<file path="config.mk">
export PLATFORM = sky130hd
export DESIGN_NAME = judge_frame_ctrl
export DESIGN_NICKNAME = d
export VERILOG_FILES = /design/src/rtl/judge_pkg.sv /design/src/rtl/judge_debounce.sv /design/src/rtl/judge_frame_ctrl.sv
export SDC_FILE = /design/constraint.sdc
export NUM_CORES = 1
export LEC_CHECK = 0
export CAP_MARGIN = 30
export CORE_ASPECT_RATIO = 0.75
export CORE_MARGIN = 2
export CORE_UTILIZATION = 60
export CTS_BUF_LIST = sky130_fd_sc_hd__clkbuf_8 sky130_fd_sc_hd__clkbuf_16
export DETAILED_ROUTE_END_ITERATION = 7
export MAX_ROUTING_LAYER = met4
export PLACE_DENSITY_LB_ADDON = 0.25
export SLEW_MARGIN = 25
export SYNTH_ARGS = -nofsm -noshare
export SYNTH_HDL_FRONTEND = slang
export SYNTH_SLANG_ARGS = --single-unit
</file>
<file path="constraint.sdc">
create_clock -name clk -period 7.6 [get_ports clk]
set_input_delay 1.14 -clock clk [delete_from_list [all_inputs] [get_ports clk]]
set_output_delay 1.14 -clock clk [all_outputs]
set_load 0.01 [all_outputs]
</file>
<file path="src/rtl/judge_pkg.sv">
// judge_pkg: types and constants shared by the frame judge sequencer
// (judge_frame_ctrl) and its debounce stage (judge_debounce).
//   - colour codes for the 2-bit frame decision / published result
//   - FSM state encoding for the frame sequencer
//   - streak counter width (CONFIRM is limited to 1..15)
package judge_pkg;

    localparam logic [1:0] COL_NONE  = 2'b00;
    localparam logic [1:0] COL_RED   = 2'b01;
    localparam logic [1:0] COL_GREEN = 2'b10;

    localparam int unsigned STREAK_W = 4;

    typedef enum logic [1:0] {
        ST_IDLE   = 2'd0,
        ST_WAIT   = 2'd1,
        ST_ACCUM  = 2'd2,
        ST_DECIDE = 2'd3
    } state_t;

endpackage

</file>
<file path="src/rtl/judge_debounce.sv">
// judge_debounce: multi-frame debounce of the per-frame colour decision.
// Keeps a candidate colour and a streak of consecutive identical decisions;
// the published result switches to the candidate once the streak reaches
// CONFIRM.
// Ports:
//   clk, rst      clock, asynchronous active-high reset
//   clear         run disabled: drop candidate/streak, force result to none
//   abort         frame aborted: restart the streak, keep the result
//   decide        one-cycle strobe carrying a completed frame decision
//   decision[1:0] colour decided for the frame that just ended
//   result[1:0]   debounced colour
//   result_valid  one-cycle pulse per decided frame
module judge_debounce
    import judge_pkg::*;
#(
    parameter int unsigned CONFIRM = 3
) (
    input  logic       clk,
    input  logic       rst,
    input  logic       clear,
    input  logic       abort,
    input  logic       decide,
    input  logic [1:0] decision,
    output logic [1:0] result,
    output logic       result_valid
);

    localparam logic [STREAK_W-1:0] CONF = STREAK_W'(CONFIRM);

    logic [1:0]          cand;
    logic [1:0]          cand_next;
    logic [STREAK_W-1:0] streak;
    logic [STREAK_W-1:0] streak_next;

    always_comb begin
        cand_next   = cand;
        streak_next = streak;
        if (decision == cand) begin
            streak_next = (streak >= CONF) ? CONF : streak + 1'b1;
        end else begin
            cand_next   = decision;
            streak_next = STREAK_W'(1);
        end
    end

    always_ff @(posedge clk or posedge rst) begin
        if (rst) begin
            cand         <= COL_NONE;
            streak       <= '0;
            result       <= COL_NONE;
            result_valid <= 1'b0;
        end else begin
            result_valid <= 1'b0;
            if (clear) begin
                cand   <= COL_NONE;
                streak <= '0;
                result <= COL_NONE;
            end else if (abort) begin
                streak <= '0;
            end else if (decide) begin
                cand         <= cand_next;
                streak       <= streak_next;
                result_valid <= 1'b1;
                if (streak_next == CONF) begin
                    result <= cand_next;
                end
            end
        end
    end

endmodule

</file>
<file path="src/rtl/judge_frame_ctrl.sv">
// judge_frame_ctrl: frame-level sequencer for the red/green pixel classifier.
// Tracks the pixel position from pix_valid, counts classifier hits inside a
// programmable ROI, decides red/green/none once per frame and hands the
// decision to judge_debounce, which publishes a stable colour code.
// Optional build macro: JUDGE_FRAME_DBG_CNT_EN adds dbg_r_cnt/dbg_g_cnt,
// snapshots of the hit counters taken at each frame decision.
// Ports:
//   clk, rst        clock, asynchronous active-high reset
//   enable          run enable; low returns to IDLE and clears the result
//   frame_start     one-cycle start-of-frame pulse
//   pix_valid       active pixel present this cycle
//   red_hit         classifier red flag for the current pixel
//   green_hit       classifier green flag for the current pixel
//   result[1:0]     debounced colour: 00 none, 01 red, 10 green
//   result_valid    one-cycle pulse after every completed frame
//   busy            high in ACCUM or DECIDE
//   dbg_r_cnt/dbg_g_cnt  (macro only) counter snapshots from the last decision
module judge_frame_ctrl
    import judge_pkg::*;
#(
    parameter int H_ACT   = 640,
    parameter int V_ACT   = 480,
    parameter int ROI_X0  = 0,
    parameter int ROI_X1  = 639,
    parameter int ROI_Y0  = 0,
    parameter int ROI_Y1  = 479,
    parameter int CNT_W   = 16,
    parameter int THRESH  = 200,
    parameter int CONFIRM = 3
) (
    input  logic       clk,
    input  logic       rst,
    input  logic       enable,
    input  logic       frame_start,
    input  logic       pix_valid,
    input  logic       red_hit,
    input  logic       green_hit,
    output logic [1:0] result,
    output logic       result_valid,
    output logic       busy
`ifdef JUDGE_FRAME_DBG_CNT_EN
    ,
    output logic [CNT_W-1:0] dbg_r_cnt,
    output logic [CNT_W-1:0] dbg_g_cnt
`endif
);

    localparam int X_W = (H_ACT > 1) ? $clog2(H_ACT) : 1;
    localparam int Y_W = (V_ACT > 1) ? $clog2(V_ACT) : 1;

    state_t           state;
    state_t           state_next;
    logic [X_W-1:0]   x;
    logic [Y_W-1:0]   y;
    logic [CNT_W-1:0] r_cnt;
    logic [CNT_W-1:0] g_cnt;

    logic start_frame;
    logic accept;
    logic decide;
    logic abort;
    logic clear;
    logic x_last;
    logic y_last;
    logic in_roi;
    logic [1:0] decision;

    // Signed 32-bit copies so ROI bounds of 0 do not produce always-true
    // unsigned comparisons.
    int x_i;
    int y_i;
    assign x_i = int'(x);
    assign y_i = int'(y);

    assign x_last = (x == X_W'(H_ACT - 1));
    assign y_last = (y == Y_W'(V_ACT - 1));
    assign in_roi = (x_i >= ROI_X0) && (x_i <= ROI_X1) &&
                    (y_i >= ROI_Y0) && (y_i <= ROI_Y1);

    always_ff @(posedge clk or posedge rst) begin
        if (rst) begin
            state <= ST_IDLE;
        end else begin
            state <= state_next;
        end
    end

    // frame_start in ACCUM takes priority over a coincident pixel: the frame
    // is aborted and that pixel is dropped.  frame_start in DECIDE skips WAIT.
    always_comb begin
        state_next  = state;
        start_frame = 1'b0;
        accept      = 1'b0;
        decide      = 1'b0;
        abort       = 1'b0;
        clear       = 1'b0;
        if (!enable) begin
            state_next = ST_IDLE;
            clear      = 1'b1;
        end else begin
            case (state)
                ST_IDLE: state_next = ST_WAIT;
                ST_WAIT: begin
                    if (frame_start) begin
                        start_frame = 1'b1;
                        state_next  = ST_ACCUM;
                    end
                end
                ST_ACCUM: begin
                    if (frame_start) begin
                        start_frame = 1'b1;
                        abort       = 1'b1;
                    end else if (pix_valid) begin
                        accept = 1'b1;
                        if (x_last && y_last) begin
                            state_next = ST_DECIDE;
                        end
                    end
                end
                ST_DECIDE: begin
                    decide = 1'b1;
                    if (frame_start) begin
                        start_frame = 1'b1;
                        state_next  = ST_ACCUM;
                    end else begin
                        state_next = ST_WAIT;
                    end
                end
                default: state_next = ST_IDLE;
            endcase
        end
    end

    assign busy = (state == ST_ACCUM) || (state == ST_DECIDE);

    always_ff @(posedge clk or posedge rst) begin
        if (rst) begin
            x     <= '0;
            y     <= '0;
            r_cnt <= '0;
            g_cnt <= '0;
        end else if (clear || start_frame) begin
            x     <= '0;
            y     <= '0;
            r_cnt <= '0;
            g_cnt <= '0;
        end else if (accept) begin
            if (x_last) begin
                x <= '0;
                y <= y_last ? '0 : y + 1'b1;
            end else begin
                x <= x + 1'b1;
            end
            if (in_roi && red_hit && (r_cnt != '1)) begin
                r_cnt <= r_cnt + 1'b1;
            end
            if (in_roi && green_hit && (g_cnt != '1)) begin
                g_cnt <= g_cnt + 1'b1;
            end
        end
    end

    always_comb begin
        decision = COL_NONE;
        if ((r_cnt >= CNT_W'(THRESH)) && (r_cnt > g_cnt)) begin
            decision = COL_RED;
        end else if ((g_cnt >= CNT_W'(THRESH)) && (g_cnt > r_cnt)) begin
            decision = COL_GREEN;
        end
    end

    judge_debounce #(
        .CONFIRM (CONFIRM)
    ) u_debounce (
        .clk          (clk),
        .rst          (rst),
        .clear        (clear),
        .abort        (abort),
        .decide       (decide),
        .decision     (decision),
        .result       (result),
        .result_valid (result_valid)
    );

`ifdef JUDGE_FRAME_DBG_CNT_EN
    always_ff @(posedge clk or posedge rst) begin
        if (rst) begin
            dbg_r_cnt <= '0;
            dbg_g_cnt <= '0;
        end else if (decide) begin
            dbg_r_cnt <= r_cnt;
            dbg_g_cnt <= g_cnt;
        end
    end
`endif

endmodule
</file>
==> metrics.yaml, run 1 <==
power_mw: 0.625
max_cap_violations: 0
die_area_um2: 6940
intPower_mw: 0.467
grt.total_usage_pct: 27.0
cts_setup_buffers: 0
status: "finished, final reports clean"
vias: 3215
fmaxAchievable_mhz: 274
gp_congestion: 0.901
start_util_pct: 63.4
cts_buffers: 9
comb_power_share_pct: 5.0
synth_cell_types: 48
path_buf_inv: 1
cp_data_arrival_time_ns: 3.89
cp_cell_sequence: "clkdlybuf4s50_1 -> and3_1 -> nand3_1 -> nor3_2 -> a211oi_1 -> a31o_2"
port_buffers: 10
firstDrtPassIters: 5
layout-drive-gt1-share_pct: 7.40
critPathKind: "primary input to flop"
clk_latency_ns: 0.35
rows: 24
htree_levels: 3
clk_pin_slew_worst_paths_ns: 0.07
avgSynthCellArea_um2: 8.75
clk_path_buf_depth: 2
finClkSkew_ns: 0.00892
fin_crit_sh_pct: 48.0
setup_viol: 0
grt_pass1_wl_mm: 14.0
grt_antenna_before_repair: 0
p_sw_mw: 0.157
hold_violations: 0
required_ns: 7.84
ant_nets: 0
core_um2: 5950
setup_tns_ns: 0
hold_class: "flop to flop"
routed_via_density: 6.14
wirelength_mm: 8.32
cp-end-kind: "flop"
yosys_warnings: 0
pwr-share-seq_pct: 53.8
tightest_slew_ns: 0.778
numClockSinks: 62
peakVddDrop_mv: 0.0917
crit_fanout: 17
overflow: 0
synth_edf_count: 0
ys_async_sr_fraction_pct: 100
max_slew_margin_pct: 48.1
grt_max_degree: 63
slew_viol_final: 0
instances_no_fill: 524
die_w_um: 95.6
hold_buffers: 0
min_period_ns: 3.65
grt_pass1_vias: 2952
rsz0062_at_grt: "no"
hold_slack_ns: 0.513
dp_hpwl_mm: 5.65
r2r_setup_slack_ns: 4.89
placed_area_um2: 3930
worst_setup_path_start_kind: "primary input"
ys_seq_area_share_pct: 41.1
clock_power_share_pct: 41.2
syn_to_final_growth_pct: 9.02
post_drt_wl_per_cell_um: 15.9
final_nets: 471
critPathSlowestCell: "clkdlybuf4s50_1"
io-pin-count: 11
synth_area_um2: 3770
ys_seq_elements: 62
root_buffer: "clkbuf_8"
critPathTopFamily: "simple AND/OR/NAND/NOR gates"
drt_iter0_markers: 241
power_leakage_nw: 1.66
cts_resized: 0
power.density_nw_per_um2: 152
switching_share_pct: 25.2
placedCellCount: 507
antenna_cells: 0
synth_cells: 431
drcViolationCount: 0
syn_nets: 461
ys.flop_type: "dfrtp_1"
cts_tree: "done"
die_h_um: 72.7
final_area_um2: 4110
max_stage_delay_ns: 0.78
per-stage QoR:
stage          util (%)  worst slack, ns
6_report           69.2             3.95
5_1_grt            69.2             3.77
4_1_cts            69.1             4.05
3_5_place_dp       66.1             3.67
3_3_place_gp       66.1             3.78
2_1_floorplan         -             4.92
layout by cell type, fill, tap and decap left out, types with 17 or more instances in the layout:
master	instances
a21oi_1	23
xnor2_1	29
dfrtp_1	62
nor4_1	25
nor2_1	50
nand2_1	36
o21ai_0	17
inv_1	29
ha_1	23
nand3_1	25
cell families after synthesis:
group,synth area share (%)
buffers and inverters,4.71
DFF,41.1
xor gates and xnor gates,7.20
AOI/OAI and AO/OA,11.7
adders and majority gates,7.63
and+or+nand+nor,26.5
muxes,1.09
sequential cells by signal, indices dropped and copies added (netlist names):
signal	cells
g_cnt	16
x	10
r_cnt	16
u_debounce.result	2
u_debounce.result_valid	1
u_debounce.streak	4
y	9
state	2
u_debounce.cand	2
final cells by class:
| class | instances | area [µm²] |
|---|---|---|
| Fill cell | 470 | 1830 |
| Clock buffer | 10 | 138 |
| Clock inverter | 6 | 37.5 |
| Timing Repair Buffer | 15 | 133 |
| Sequential cell | 62 | 1550 |
| Multi-Input combinational cell | 323 | 2040 |
| Inverter | 30 | 113 |
| Tap cell | 78 | 97.6 |
path summary, 6_finish.rpt:
path	startpoint	end	cells after the start
worst max-delay path	enable	r_cnt[11]	6
min in group asynchronous	rst	state[1]	3
worst min-delay path	x[9]	x[9]	1
max in group asynchronous	rst	g_cnt[3]	3
worst max register to register	state[0]	r_cnt[11]	6
worst min register to register	x[9]	x[9]	1
routing by layer:
| metal | wire [µm] | vias up | track usage, % |
|---|---|---|---|
| li1 | - | 1560 | - |
| met1 | 4100 | 1536 | 38.5 |
| met2 | 3630 | 107 | 38.6 |
| met3 | 502 | 12 | 5.89 |
| met4 | 89 | 0 | 8.41 |
| met5 | 0 | - | - |
power by group through the flow:
stage          clock network (mW)  registers, mW  logic (mW)
6_report                    0.257          0.336      0.0312
5_1_grt                     0.278          0.336      0.0360
3_3_place_gp                    0          0.342      0.0308
4_1_cts                     0.264          0.336      0.0319
3_5_place_dp                    0          0.342      0.0318
2_1_floorplan                   0          0.342      0.0208
cell usage after synthesis (3+ instances only):
master / n / area (µm²)
buf_2: 4 / 20.0
a21oi_1: 23 / 115
inv_1: 30 / 113
nand4_1: 15 / 93.8
nor2_1: 50 / 188
xnor2_1: 29 / 254
clkbuf_1: 11 / 41.3
ha_1: 23 / 288
and3_1: 13 / 81.3
and4_1: 3 / 26.3
o21ai_0: 17 / 85.1
nand3_1: 25 / 125
dfrtp_1: 62 / 1550
nor3_1: 12 / 60.1
nor4_1: 25 / 156
a21boi_0: 3 / 22.5
nand2_1: 36 / 135
a41oi_1: 3 / 26.3
a21o_1: 3 / 22.5
mux2i_1: 3 / 30.0
nor2b_1: 4 / 25.0
(Power assumes the default switching activity.)
==> run 2, diff against run 1 <==
Clock period 7.6 ns to 3.8 ns, I/O delays scaled along.
==> metrics.yaml, run 2 (synthesis results as in run 1) <==
firstDrtPassIters: 5  # unchanged
start_util_pct: 63.4  # unchanged
cp-end-kind: "flop"
hold_class: "flop to flop"
layout_commonest_cell: "dfrtp_1"
placedCellCount: 508  # +0.20%
die_w_um: 95.6  # unchanged
cts_buffers: 9  # unchanged
core_um2: 5950  # unchanged
worst_setup_path_start_kind: "primary input"
status: "finished, final reports clean"
drcViolationCount: 0  # unchanged
hold_violations: 0  # unchanged
fin_crit_sh_pct: 77.3
crit_fanout: 14  # -3
root_buffer: "clkbuf_8"
min_period_ns: 2.94
layout-drive-gt1-share_pct: 7.40  # unchanged
clk_path_buf_depth: 2  # unchanged
finClkSkew_ns: 0.00875  # -0.000173 ns
syn_to_final_growth_pct: 10.3
drt_iter0_markers: 252  # +4.6%
cp_cell_sequence: "clkdlybuf4s50_1 -> nor2b_1 -> and3_1 -> nand3_1 -> nor3_2 -> a211oi_1 -> a31o_2"
rsz0062_at_grt: "no"
grt_antenna_before_repair: 0  # unchanged
grt.total_usage_pct: 26.9  # -0.031 points
tightest_slew_ns: 0.847  # +0.0684 ns
clk_pin_slew_worst_paths_ns: 0.07  # about the same
max_cap_violations: 0  # unchanged
vias: 3235  # +0.62%
die_area_um2: 6940  # unchanged
critPathTopFamily: "simple AND/OR/NAND/NOR gates"
slew_viol_final: 0  # unchanged
power.density_nw_per_um2: 329  # +120%
gp_congestion: 0.878  # -2.5%
htree_levels: 3  # unchanged
die_h_um: 72.7  # unchanged
grt_max_degree: 42  # -33%
antenna_cells: 0  # unchanged
cts_resized: 0  # unchanged
final_cell_mix: "dfrtp_1 (62), nor2_1 (50), nand2_1 (36), inv_1 (30), xnor2_1 (29)"
ant_nets: 0  # unchanged
clk_latency_ns: 0.34  # about the same
final_nets: 471  # unchanged
final.fill_count: 484  # +3.0%
setup_tns_ns: 0  # unchanged
required_ns: 4.03  # -3.81 ns
cp_data_arrival_time_ns: 3.17  # -0.72 ns
numClockSinks: 62  # unchanged
cts_tree: "done"
io-pin-count: 11  # unchanged
hold_buffers: 0  # unchanged
routed_via_density: 6.17  # +0.62%
path_buf_inv: 1  # unchanged
power_leakage_nw: 1.69  # +1.7%
fmaxAchievable_mhz: 341
cts_setup_buffers: 0  # unchanged
critPathKind: "primary input to flop"
dp_hpwl_mm: 5.64  # -0.29%
overflow: 0  # unchanged
wirelength_mm: 8.19  # -1.6%
max_stage_delay_ns: 0.56  # -0.22 ns
setup_viol: 0  # unchanged
grt_pass1_wl_mm: 14.1  # +0.74%
port_buffers: 10  # unchanged
grt_pass1_vias: 2959  # +0.24%
critPathSlowestCell: "nand3_1"
instances_no_fill: 524  # unchanged
max_slew_margin_pct: 43.5  # -4.6 points
peakVddDrop_mv: 0.225  # +150%
final_util_pct: 70.0  # +0.84 points
biggestRegsByFlops: "g_cnt: 16 flops, r_cnt: 16 flops, x: 10 flops"
rows: 24  # unchanged
post_drt_wl_per_cell_um: 15.6  # -1.6%
==> run 2: cell count changes in the layout (fill, tap and decap cells not counted) <==
cell        previous run  this run
buf_2                  2         0
buf_4                  3         5
bufinv_16              0         2
clkbuf_8              10         9
clkinv_2               3         2
clkinv_4               0         1
clkinvlp_4             3         1
inv_1                 29        30
o2bb2ai_1              2         1
o2bb2ai_2              0         1
==> run 2: worst paths after layout <==
path / depth (start not counted) / from / slack [ns] / endpoint
max: 7 / frame_start / 0.86 / r_cnt[11]
min reg2reg: 2 / y[1] / 0.50 / y[1]
max reg2reg: 6 / state[0] / 1.01 / r_cnt[11]
min: 2 / y[1] / 0.50 / y[1]
max in group asynchronous: 3 / rst / 2.25 / g_cnt[14]
min in group asynchronous: 2 / rst / 0.73 / u_debounce.result[0]
==> run 2: cell type report <==
type                            count  area (µm²)  area share [%]
Inverter                           30         113            2.71
Timing Repair Buffer               15         138            3.31
Tap cell                           78        97.6            2.34
Clock buffer                        9         124            2.98
Clock inverter                      7        90.1            2.16
Sequential cell                    62        1550            37.3
Multi-Input combinational cell    323        2050            49.2
==> run 2: report_power, final <==
part | switching, mW | total [mW] | internal [mW] | leakage [nW]
clock | 0.268 | 0.634 | 0.366 | 0.110
combinational | 0.0435 | 0.0629 | 0.0194 | 0.715
sequential | 0.00669 | 0.672 | 0.666 | 0.862
==> run 2: worst reg2reg max path, stage by stage, from the launching register on <==
cell and delay, ns:
dfrtp_1 0.46, and2b_1 0.30, and3_1 0.49, nand3_1 0.56, nor3_2 0.50, a211oi_1 0.13
a31o_2 0.25
==> run 2: layer usage <==
metal | vias up | track usage, % | share of wire (%)
met5 | - | - | 0
li1 | 1568 | - | -
met4 | 0 | 8.89 | 1.5
met3 | 18 | 7.02 | 7.2
met1 | 1532 | 39.1 | 49
met2 | 117 | 36.7 | 43
==> run 2: metrics by stage <==
| step | power, mW | hold slack, ns | setup WS, ns | cell area [µm²] |
|---|---|---|---|---|
| after floorplan | 0.725 | 0.466 | 1.40 | 3770 |
| after global placement | 0.747 | 0.484 | 0.671 | 3940 |
| after detailed placement | 0.748 | 0.494 | 0.579 | 3940 |
| after CTS | 1.38 | 0.511 | 0.909 | 4160 |
| after global routing | 1.41 | 0.529 | 0.679 | 4160 |
| final | 1.37 | 0.503 | 0.864 | 4160 |
